File: src/rtl/swa_weight_ctrl_pkg.sv
// Shared constants and the weight-0-as-1 rule for the WRRA weight sequencer and arbiter.
package swa_weight_ctrl_pkg;

  localparam int SWA_V       = 4;
  localparam int SWA_P       = 5;
  localparam int SWA_PV      = SWA_P * SWA_V;
  localparam int SWA_WEIGHTW = 4;
  localparam int SWA_WMAX    = 8;

  typedef enum logic {
    PS_IDLE   = 1'b0,
    PS_ACTIVE = 1'b1
  } port_state_e;

  // Callers zero-extend their weight into SWA_WMAX bits and truncate the result back.
  function automatic logic [SWA_WMAX-1:0] weight_eff(input logic [SWA_WMAX-1:0] w);
    return (w == '0) ? SWA_WMAX'(1) : w;
  endfunction

endpackage

File: src/rtl/swa_weight_port.sv
// One input port's weight round: latched weight, port grant counter, per-VC counters.
// Consumed pulses are registered and appear one cycle after the completing grant.
module swa_weight_port
  import swa_weight_ctrl_pkg::*;
#(
  parameter int V       = SWA_V,
  parameter int WEIGHTw = SWA_WEIGHTW
) (
  input  logic               clk_i,
  input  logic               reset_ni,
  input  logic [WEIGHTw-1:0] weight_cfg_i,
  input  logic [V-1:0]       ivc_request_i,
  input  logic [V-1:0]       ivc_grant_i,
  input  logic               port_grant_i,
  input  logic [V-1:0]       ivc_tail_i,
  output logic [V-1:0]       vc_consumed_o,
  output logic               port_consumed_o,
  output logic [WEIGHTw-1:0] port_weight_o
);

  port_state_e                  state_q;
  logic [WEIGHTw-1:0]           wq_q;
  logic [WEIGHTw-1:0]           pcnt_q;
  logic [V-1:0][WEIGHTw-1:0]    vcnt_q;
  logic [V-1:0]                 vc_pulse_q;
  logic                         port_pulse_q;

  logic [WEIGHTw-1:0]           w_eff;
  logic [WEIGHTw-1:0]           round_w_d;
  logic [WEIGHTw:0]             pcnt_d;
  logic [V-1:0][WEIGHTw:0]      vcnt_d;

  assign w_eff = WEIGHTw'(weight_eff(SWA_WMAX'(weight_cfg_i)));

  // A grant that opens a round is judged against the weight it latches.
  always_comb begin
    round_w_d = (state_q == PS_IDLE) ? w_eff : wq_q;
    pcnt_d    = {1'b0, pcnt_q} + (WEIGHTw+1)'(1);
    for (int v = 0; v < V; v++) begin
      vcnt_d[v] = {1'b0, vcnt_q[v]} + (WEIGHTw+1)'(1);
    end
  end

  always_ff @(posedge clk_i or negedge reset_ni) begin
    if (!reset_ni) begin
      state_q      <= PS_IDLE;
      wq_q         <= '0;
      pcnt_q       <= '0;
      vcnt_q       <= '0;
      vc_pulse_q   <= '0;
      port_pulse_q <= 1'b0;
    end else begin
      vc_pulse_q   <= '0;
      port_pulse_q <= 1'b0;
      if (port_grant_i) begin
        if (state_q == PS_IDLE) begin
          wq_q <= w_eff;
        end
        if (pcnt_d >= {1'b0, round_w_d}) begin
          port_pulse_q <= 1'b1;
          pcnt_q       <= '0;
          state_q      <= PS_IDLE;
        end else begin
          pcnt_q  <= pcnt_d[WEIGHTw-1:0];
          state_q <= PS_ACTIVE;
        end
        for (int v = 0; v < V; v++) begin
          if (ivc_grant_i[v]) begin
            if (ivc_tail_i[v] || (vcnt_d[v] >= {1'b0, round_w_d})) begin
              vc_pulse_q[v] <= 1'b1;
              vcnt_q[v]     <= '0;
            end else begin
              vcnt_q[v] <= vcnt_d[v][WEIGHTw-1:0];
            end
          end
        end
      end else if (ivc_request_i == '0) begin
        pcnt_q  <= '0;
        vcnt_q  <= '0;
        state_q <= PS_IDLE;
      end
    end
  end

  grant_onehot_a: assert property (@(posedge clk_i) disable iff (!reset_ni) $onehot0(ivc_grant_i));

  assign vc_consumed_o   = vc_pulse_q;
  assign port_consumed_o = port_pulse_q;
  assign port_weight_o   = wq_q;

endmodule

File: src/rtl/swa_weight_ctrl.sv
// Per-router WRRA weight sequencer: one swa_weight_port per input port, buses sliced here.
// All outputs registered; no handshake, grants sampled every cycle.
module swa_weight_ctrl
  import swa_weight_ctrl_pkg::*;
#(
  parameter int V       = SWA_V,
  parameter int P       = SWA_P,
  parameter int WEIGHTw = SWA_WEIGHTW
) (
  input  logic                 clk,
  input  logic                 reset,
  input  logic [P*WEIGHTw-1:0] weight_cfg_all,
  input  logic [P*V-1:0]       ivc_request_all,
  input  logic [P*V-1:0]       ivc_num_getting_sw_grant,
  input  logic [P-1:0]         any_ivc_sw_request_granted_all,
  input  logic [P*V-1:0]       ivc_tail_granted_all,
  output logic [P*V-1:0]       vc_weight_is_consumed_all,
  output logic [P-1:0]         iport_weight_is_consumed_all,
  output logic [P*WEIGHTw-1:0] port_weight_q_all
);

  for (genvar gp = 0; gp < P; gp++) begin : g_port
    swa_weight_port #(
      .V       (V),
      .WEIGHTw (WEIGHTw)
    ) u_port (
      .clk_i           (clk),
      .reset_ni        (reset),
      .weight_cfg_i    (weight_cfg_all[gp*WEIGHTw +: WEIGHTw]),
      .ivc_request_i   (ivc_request_all[gp*V +: V]),
      .ivc_grant_i     (ivc_num_getting_sw_grant[gp*V +: V]),
      .port_grant_i    (any_ivc_sw_request_granted_all[gp]),
      .ivc_tail_i      (ivc_tail_granted_all[gp*V +: V]),
      .vc_consumed_o   (vc_weight_is_consumed_all[gp*V +: V]),
      .port_consumed_o (iport_weight_is_consumed_all[gp]),
      .port_weight_o   (port_weight_q_all[gp*WEIGHTw +: WEIGHTw])
    );
  end

endmodule

File: config.mk
export PLATFORM = sky130hd
export DESIGN_NAME = swa_weight_ctrl
export DESIGN_NICKNAME = d
export VERILOG_FILES = /design/src/rtl/swa_weight_ctrl_pkg.sv /design/src/rtl/swa_weight_port.sv /design/src/rtl/swa_weight_ctrl.sv
export SDC_FILE = /design/constraint.sdc
export NUM_CORES = 1
export LEC_CHECK = 0
export ABC_AREA = 1
export CAP_MARGIN = 20
export CORE_MARGIN = 2
export CORE_UTILIZATION = 43
export DETAILED_ROUTE_END_ITERATION = 10
export GPL_TIMING_DRIVEN = 1
export PLACE_DENSITY_LB_ADDON = 0.3
export SYNTH_ARGS = -nofsm -noshare
export SYNTH_HDL_FRONTEND = slang
export SYNTH_SLANG_ARGS = --single-unit
File: constraint.sdc
create_clock -name clk -period 2.6 [get_ports clk]
set_input_delay 0.52 -clock clk [delete_from_list [all_inputs] [get_ports clk]]
set_output_delay 0.52 -clock clk [all_outputs]
set_load 0.01 [all_outputs]
Yosys cells after proc, flatten, opt, wreduce, memory -nomap -nowiden --
Cells that the tools add are included. W data, S select, Z words.
Operators by class: $add $sub $neg 25, bitwise gates (word level) 0, reduce and logical (&&, ||, !) cells 55, muxes and demuxes 145, multiply operators 0, magnitude comparators 25, divide/modulo/power cells 0, equal/unequal tests 20, shifts and indexed selects 0
Operators with widths (count):
- $mux W4 | 70
- $mux W16 | 10
- $add A4 B1 Y5 const B | 25
- $ge A5 B4 Y1 | 25
- $mux W1 | 65
- $logic_not A4 Y1 | 10
- $ne A2 B2 Y1 const B | 20
- $reduce_and A2 Y1 | 20
- $logic_or A1 B1 Y1 | 20
- $reduce_bool A2 Y1 | 5
Storage, ports and cells: memories 0, output and inout bits 45, memory bits (writable) 0, input bits 87, bits in read-only memories 0, bits in latches 0, register bits after elaboration 150, word-level logic and storage cells 315

Logic depth before layout (Yosys ltp) --
Gate-level depths: netlist of the first run.
depth in word-level cells 8, mapped depth 11, depth with buffers taken out 11

Cells and area by module --
Synthesis of the first run repeated with hierarchy kept, for this count alone.
Second synthesis, totals: cells, all modules 1385, area, all modules 10228.6 sq um
By module, submodules not included:
- swa_weight_port | times used 5, cells an instance 277, area each 2045.7 sq um, sequential area each 750.7 sq um

Worst setup path after synthesis of the first run --
OpenSTA, ideal clock, no wires.
path type in2reg, start in weight_cfg_all[17], end reg g_port[4].u_port.vcnt_q[15] (netlist bit), buffers on the path 0, data arrival time 1.819 ns, stages on the path 11, setup time 0.065 ns, path slack 0.715 ns, data required time 2.535 ns, path through nor2_1 nand2_1 a22oi_1 ha_1 inv_1 nand2_1 a21oi_1 o21ai_0 nand2_1 nand3_1 nand2_1
On the way: cells in the longest elaborated chain, start to end 8
Ends and longest elaborated chain:
- start: declaration | RTL line swa_weight_ctrl.sv:12 | input logic [P*WEIGHTw-1:0] weight_cfg_all,
- $logic_not A4 Y1 | RTL line swa_weight_ctrl_pkg.sv:17 | return (w == '0) ? SWA_WMAX'(1) : w;
- $mux W4 | RTL line swa_weight_ctrl_pkg.sv:17
- $mux W4 | RTL line swa_weight_port.sv:37 | round_w_d = (state_q == PS_IDLE) ? w_eff : wq_q;
- via g_port[4].u_port.round_w_d[0] | RTL line swa_weight_port.sv:29 | logic [WEIGHTw-1:0] round_w_d;
- $ge A5 B4 Y1 | RTL line swa_weight_port.sv:69 | if (ivc_tail_i[v] || (vcnt_d[v] >= {1'b0, round_w_d})) begin
- $logic_or A1 B1 Y1 | RTL line swa_weight_port.sv:69
- $mux W4 | RTL line swa_weight_port.sv:69
- $mux W4 | RTL line swa_weight_port.sv:68 | if (ivc_grant_i[v]) begin
- $mux W16 | RTL line swa_weight_port.sv:55 | if (port_grant_i) begin
- end signal: indexed assignment | RTL line swa_weight_port.sv:73 | vcnt_q[v] <= vcnt_d[v][WEIGHTw-1:0];
- end: declaration | RTL line swa_weight_port.sv:24 | logic [V-1:0][WEIGHTw-1:0] vcnt_q;
The timed path passes the listed nets, and every way through them passes these cells. The select of a mux whose other input is x is not followed. A chain may end at the register's enable or synchronous reset.

Worst setup path in the final report of the first run --
start reg g_port[1].u_port.state_q, end reg g_port[1].u_port.vcnt_q[6] (netlist bit)
On the way: cells in the longest elaborated chain, start to end 6
Ends and longest elaborated chain:
- start: declaration | RTL line swa_weight_port.sv:21 | port_state_e state_q;
- start signal: assignment | RTL line swa_weight_port.sv:46 | state_q <= PS_IDLE;
- start signal: assignment | RTL line swa_weight_port.sv:62 | state_q <= PS_IDLE;
- start signal: assignment | RTL line swa_weight_port.sv:65 | state_q <= PS_ACTIVE;
- $mux W4 | RTL line swa_weight_port.sv:37
- $ge A5 B4 Y1 | RTL line swa_weight_port.sv:69
- $logic_or A1 B1 Y1 | RTL line swa_weight_port.sv:69
- $mux W4 | RTL line swa_weight_port.sv:69
- $mux W4 | RTL line swa_weight_port.sv:68
- $mux W16 | RTL line swa_weight_port.sv:55
- end signal: indexed assignment | RTL line swa_weight_port.sv:73
- end: declaration | RTL line swa_weight_port.sv:24
No other way between the ends. The select of a mux whose other input is x is not followed.

==> impl_results.md, run 1 <==
* H-tree depth at 4
* Area grow syn2layout at 23.7%
* Async SR Flop Fraction at 100%
* Initial DRT Pass Iterations at 5
* Die height at 155 um
* 1st-iter DRT viols at 425
* Post-synthesis simple-gate area fraction at 29.8%
* Share of the synthesized area in the top cell type at 38.1%
* Synth cell count leaders: 297 x nand2_1, 210 x nand3_1, 150 x dfrtp_1
* Final Critical Period at 2330 ps
* Final worst setup slack at 266 ps
* N_diodes at 0
* Core Area at 0.0226 sq mm
* Compound-Gate Fraction of Synth Area at 8.19%
* Share of cells above drive strength 1 at 7.02%
* Gr usage total at 19.3%
* Slew Viols, Final at 0
* Syn nets at 1461
* Port bufs at 131
* Largest family of logic cells by synthesized area: simple AND/OR/NAND/NOR gates
* Number of nets with antenna violations after routing at 0
* Post-Place Worst Slack at -105 ps
* Initial core utilization at 43.7%
* Fin area at 0.0122 sq mm
* Clock Pin Slew Worst Setup and Hold Paths at 70 ps
* Setup Skew at 10.1 ps
* Post-cts resize count at 0
* Via count at 8750
* Power per cell area at 983 mW/mm^2
* # rows at 55
* Placed Area at 0.0116 sq mm
* Vias in the first global route at 8417
* Total wire length at 22.4 mm
* First-pass GRT wire length at 39.2 mm
* Post-CTS setup buffers at 0
* Mux contribution to synthesized area at 0.609%
* DRC Markers at 0
* Final Wtd Congestion at 0.835
* CTS root buf: clkbuf_16
* Yosys Warn Count at 0
* CP Class: register to register
* CTS Hold Bufs at 0
* Synth Area in Adders at 12.7%
* Pin count of the biggest net entering global routing at 52
* Synth area leader: dfrtp_1
* Overflow after GRT at 0
* Worst VDD drop at 479 uV
* Sink Count at 150
* Synth top area cells: dfrtp_1 38%, ha_1 13%, nand2_1 11%
* Predominant post-synthesis flop cell: dfrtp_1
* Die area at 0.0242 sq mm
* Most frequent cell after synthesis: nand2_1
* Slew HR at 31.5%
* Yosys cell types at 26
* Least-Margin Pin Slew at 1020 ps
* Inserted Clock Buffers at 17
* Standby leakage power at 0.00651 uW
* Fin. Hold Viols at 0
* Crit end category: register
* WL/cell at 13.0 um
* Fin crit share at 89.8%
* Final nets at 1612
* XOR/XNOR Fraction of Synth Area at 4.00%
* Mapped Area at 0.00986 sq mm
* DIE WIDTH at 155 um
* Status: completed
* Synthesized flop and latch total at 150
* Setup violators final at 0
* Highest-delay cell along the critical path: o21ai_0
* Synth Instances at 1274
* Reg2Reg Launch Point: g_port[1].u_port.state_q$_DFFE_PN0P_
* Total of max-cap violations at 0
* Syn avg cell area at 7.74 sq um
* DP Wirelength at 16.1 mm
* HP Class: input port to asynchronous set/reset pin
* Crit-path max FO at 6
* Sequential fraction of the synthesis area at 38.1%
* CP required at 2950 ps
* Post-synth EDFFs at 0
* Crit path from: g_port[1].u_port.state_q$_DFFE_PN0P_
* Num ports at 132
* Max Clk Rate at 428 MHz
* RSZ-0062 raised after global routing: no
* Clock tree buffer depth at 2
* Crit path launch type: register
* Initial antenna violation count at 0
* Arrival time worst endpoint at 2680 ps
* CTS tree: yes
* Worst path cell trace: inv_2 > o21ai_0 > ha_1 > a21oi_1 > o21ai_1 > nand2_2 > nand3_1 > nand2_1
* Worst-Skew Late Latency at 420 ps
* Vias per inst at 5.08
* CP max stage delay at 800 ps
final cells by class:
type / instances / area [sq um]
tap: 285 / 357
inverter: 146 / 548
clock buffer: 19 / 453
timing repair buffer: 149 / 1470
sequential: 150 / 3750
fill: 2126 / 10400
multi-input combinational: 961 / 5450
clock inverter: 13 / 170
kinds of logic (layout without fill, tap and decap cells):
kind of cell | after synthesis | after routing
xor gates and xnor gates | 45 | 45
AOI/OAI and AO/OA | 129 | 129
adders and majority gates | 100 | 100
DFF | 150 | 150
muxes | 6 | 6
buffers and inverters | 163 | 327
and+or+nand+nor | 681 | 681
worst paths after layout:
kind / end / slack, ps / depth (start not counted)
max in group asynchronous: g_port[1].u_port.vc_consumed_o[1]$_DFF_PN0_ / 1870 / 2
worst min register to register: g_port[4].u_port.port_weight_o[1]$_DFFE_PN0P_ / 510 / 2
min in group clk: g_port[4].u_port.port_weight_o[1]$_DFFE_PN0P_ / 510 / 2
worst max register to register: g_port[1].u_port.vcnt_q[6]$_DFFE_PN0P_ / 270 / 8
worst max-delay path: g_port[1].u_port.vcnt_q[6]$_DFFE_PN0P_ / 270 / 8
worst min-delay path: g_port[0].u_port.port_weight_o[2]$_DFFE_PN0P_ / 50 / 1
power by group:
group	internal, uW	total (uW)	leakage [uW]	switching (uW)
Combinational	2460	5730	0.00423	3280
Clock	1580	2620	0.000297	1040
Sequential	2960	3650	0.00199	687
critical path, delay by kind of cell, from the launching register on:
kind	cells	cell delay (ps)
AOI/OAI and AO/OA	3	1070
DFF	1	440
adders and majority gates	1	380
and+or+nand+nor	3	280
buffers and inverters	1	100
stage by stage:
| stage | hold WS [ps] | setup TNS, ps | total power, uW | instances | util (%) |
|---|---|---|---|---|---|
| floorplan | 224 | 0 | 7650 | 1274 | - |
| global placement | 494 | -994 | 9210 | 1691 | 51.3 |
| detailed placement | 495 | -5350 | 9410 | 1691 | 51.3 |
| CTS | 64.9 | 0 | 12100 | 1723 | 54.1 |
| global route | 83.9 | 0 | 13200 | 1723 | 54.1 |
| finish | 51.1 | 0 | 12000 | 1723 | 54.1 |
sequential cells by signal (all words and copies together) (netlist names):
signal and flops:
g_port.u_port.pcnt_q 20, g_port.u_port.vcnt_q 80, g_port.u_port.vc_consumed_o 20, g_port.u_port.state_q 5, g_port.u_port.port_consumed_o 5, g_port.u_port.port_weight_o 20
cell usage in the layout (no fill, tap or decap), types with 16 or more instances in the layout:
| master | instances |
|---|---|
| o21ai_0 | 32 |
| inv_1 | 141 |
| a21oi_2 | 17 |
| clkbuf_16 | 17 |
| nor2_1 | 134 |
| nand2_1 | 297 |
| xor2_1 | 20 |
| dfrtp_1 | 150 |
| a21oi_1 | 43 |
| clkdlybuf4s50_1 | 130 |
| buf_4 | 16 |
| ha_1 | 100 |
| xnor2_1 | 25 |
| nand4_1 | 20 |
| nand3_1 | 210 |
| nand2_2 | 16 |
per-layer routing:
layer	vias up	GRT usage [%]	part of all wire, %
li1	4498	-	-
met1	4066	26.0	48
met2	165	32.7	48
met3	21	2.84	3.6
met4	0	5.37	1.1
met5	-	0	0
No activity file was read; power rests on OpenSTA's default activity.
==> run 2, diff against run 1 <==
Settings changed: CTS_CLUSTER_SIZE from default to 30, SYNTH_HIERARCHICAL from default to 1.
==> impl_results.md, run 2 <==
* Total wire length at 23.5 mm
* Final worst setup slack at 470 ps
* Synth top area cells: dfrtp_1 37%, nand2_1 15%, ha_1 12%
* Share of cells above drive strength 1 at 9.47%
* Clk pwr share at 21.8%
* Standby leakage power at 0.00686 uW
* Final Critical Period at 2130 ps
* Crit-path max FO at 6
* Final nets at 1737
* Pin count of the biggest net entering global routing at 47
* CTS Hold Bufs at 0
* Status: completed
* Worst path cell trace: inv_2 > o21ai_0 > ha_1 > o21ai_0 > nand2_1 > nand2_2 > nand3_1 > nand2_1
* Highest-delay cell along the critical path: o21ai_0
* 1st-iter DRT viols at 507
* Reg2Reg Launch Point: g_port[2].u_port/state_q$_DFFE_PN0P_
* Port bufs at 131
* Crit path launch type: register
* Inserted Clock Buffers at 17
* CTS tree: yes
* Switching share of total power at 43.2%
* Final TNS setup at 0 ps
* CP Class: register to register
* Flop pwr share at 30.4%
* Setup violators final at 0
* Yosys Warn Count at 6
* Synth Instances at 1385
* Most common cell after layout, fill and taps aside: nand2_1
* WL/cell at 12.5 um
* Async SR Flop Fraction at 100%
* Post-synth EDFFs at 0
* Yosys cell types at 20
* Logic pwr share at 47.9%
* Area grow syn2layout at 24.5%
* Syn avg cell area at 7.39 sq um
* Num ports at 132
* First-pass GRT wire length at 40.0 mm
* Synthesized flop and latch total at 150
* Slew HR at 40.6%
* Crit end category: register
* Synth area leader: dfrtp_1
* N_diodes at 0
* Sink Count at 150
* Final Wtd Congestion at 0.837
* Clock Pin Slew Worst Setup and Hold Paths at 70 ps
* Total of max-cap violations at 0
* Most flops, register: g_port.u_port/vcnt_q
* Most frequent cell after synthesis: nand2_1
* NetSw at 5390 uW
* CP max stage delay at 700 ps
* Setup Skew at 12.7 ps
* CTS root buf: clkbuf_16
* DIE WIDTH at 158 um
* Initial core utilization at 43.7%
* Post-CTS setup buffers at 0
* Commonest cells after routing, fill and taps aside: 420 x nand2_1, 175 x inv_1, 160 x nand3_1
* Initial antenna violation count at 1
* Fin crit share at 81.9%
* Worst-Skew Late Latency at 420 ps
* Worst VDD drop at 406 uV
* RSZ-0062 raised after global routing: no
* CP required at 2950 ps
* Die height at 158 um
* Crit path from: g_port[2].u_port/state_q$_DFFE_PN0P_
* # rows at 56
* Arrival time worst endpoint at 2480 ps
* Sequential fraction of the synthesis area at 36.7%
* DRC Markers at 0
* Post-cts resize count at 0
* Slew Viols, Final at 0
* Via count at 9348
* Overflow after GRT at 0
* Least-Margin Pin Slew at 881 ps
* Number of nets with antenna violations after routing at 0
* Vias per inst at 4.97
* Power per cell area at 980 mW/mm^2
* Synth cell count leaders: 420 x nand2_1, 175 x inv_1, 160 x nand3_1
* Clock tree buffer depth at 2
* Syn nets at 1572
* Share of the synthesized area in the top cell type at 36.7%
* Fin. Hold Viols at 0
* Initial DRT Pass Iterations at 5
* Post-Place Worst Slack at 240 ps
* H-tree depth at 4
* Max Clk Rate at 469 MHz
* Mapped Area at 0.0102 sq mm
* Internal power at 7090 uW
* DP Wirelength at 17.1 mm
* Core Area at 0.0234 sq mm
* Die area at 0.0250 sq mm
* Predominant post-synthesis flop cell: dfrtp_1
* Max FFs per register at 80
* HP Class: input port to asynchronous set/reset pin
* Gr usage total at 19.4%
* Vias in the first global route at 8695
## run 2: changes by cell type after synthesis, sizes merged, moves of 3 or more
cell    delta
a21o       -5
a21oi     -35
a22oi      +3
buf       -12
inv       +64
nand2    +138
nand3     -45
nand3b    +20
nand4     +30
nor2      -29
o21ai      +4
xnor2     -25
xor2       +5
## run 2: area by class of cell
cell class	instances	area [sq um]
Clock inverter	15	218
Multi-Input combinational cell	1020	5660
Sequential cell	150	3750
Timing Repair Buffer	151	1490
Tap cell	319	399
Fill cell	2223	10700
Clock buffer	17	425
Inverter	210	788
## run 2: power groups by stage
| stage | combinational (uW) | sequential, uW | clock [uW] |
|---|---|---|---|
| floorplan | 4110 | 3710 | 0 |
| finish | 5980 | 3790 | 2720 |
| CTS | 6050 | 3780 | 2790 |
| detailed placement | 5970 | 3810 | 0 |
| global placement | 5750 | 3800 | 0 |
| global route | 7020 | 3900 | 2900 |
## run 2: worst paths after layout
kind | to | slack (ps) | cells past startpoint
hold reg to reg | g_port[3].u_port/port_weight_o[1]$_DFFE_PN0P_ | 520 | 2
min in group clk | g_port[3].u_port/port_weight_o[1]$_DFFE_PN0P_ | 520 | 2
hold / removal | g_port[2].u_port/vcnt_q[10]$_DFFE_PN0P_ | 40 | 1
setup / recovery | g_port[2].u_port/vcnt_q[13]$_DFFE_PN0P_ | 470 | 8
setup reg to reg | g_port[2].u_port/vcnt_q[13]$_DFFE_PN0P_ | 470 | 8
max in group asynchronous | g_port[4].u_port/vcnt_q[7]$_DFFE_PN0P_ | 1910 | 2
## run 2: layer usage
metal	up-vias	global-route usage, %	part of all wire [%]
met1	4326	25.5	48
met4	2	5.15	0.80
met3	20	3.18	4.1
met2	181	33.2	47
met5	-	0	0.055
li1	4819	-	-
## run 2: kinds of logic after synthesis
group                    Yosys count  synth area share [%]
AND/OR/NAND/NOR                  795                  34.5
adder cells (fa/ha/maj)          100                  12.2
multiplexers                       5                 0.489
AO/OA/AOI/OAI                     95                  5.99
XOR/XNOR                          25                  2.14
buffers and inverters            215                  7.95
flip-flops                       150                  36.7
## run 2: worst max-delay path: cells and delay by family (launching register included)
family / cells / cell delay (ps)
and+or+nand+nor: 4 / 380
adders and majority gates: 1 / 350
AOI/OAI and AO/OA: 2 / 770
DFF: 1 / 480
buffers and inverters: 1 / 70
## run 2: metrics by stage
| step | instances | utilization (%) | total power, uW | hold WS, ps | cell area (sq um) |
|---|---|---|---|---|---|
| 2_1_floorplan | 1385 | - | 7820 | 224 | 10200 |
| 3_3_place_gp | 1850 | 51.7 | 9550 | 497 | 12100 |
| 3_5_place_dp | 1850 | 51.7 | 9780 | 503 | 12100 |
| 4_1_cts | 1882 | 54.4 | 12600 | 44.2 | 12700 |
| 5_1_grt | 1882 | 54.4 | 13800 | 49.5 | 12700 |
| 6_report | 1882 | 54.4 | 12500 | 36.4 | 12700 |
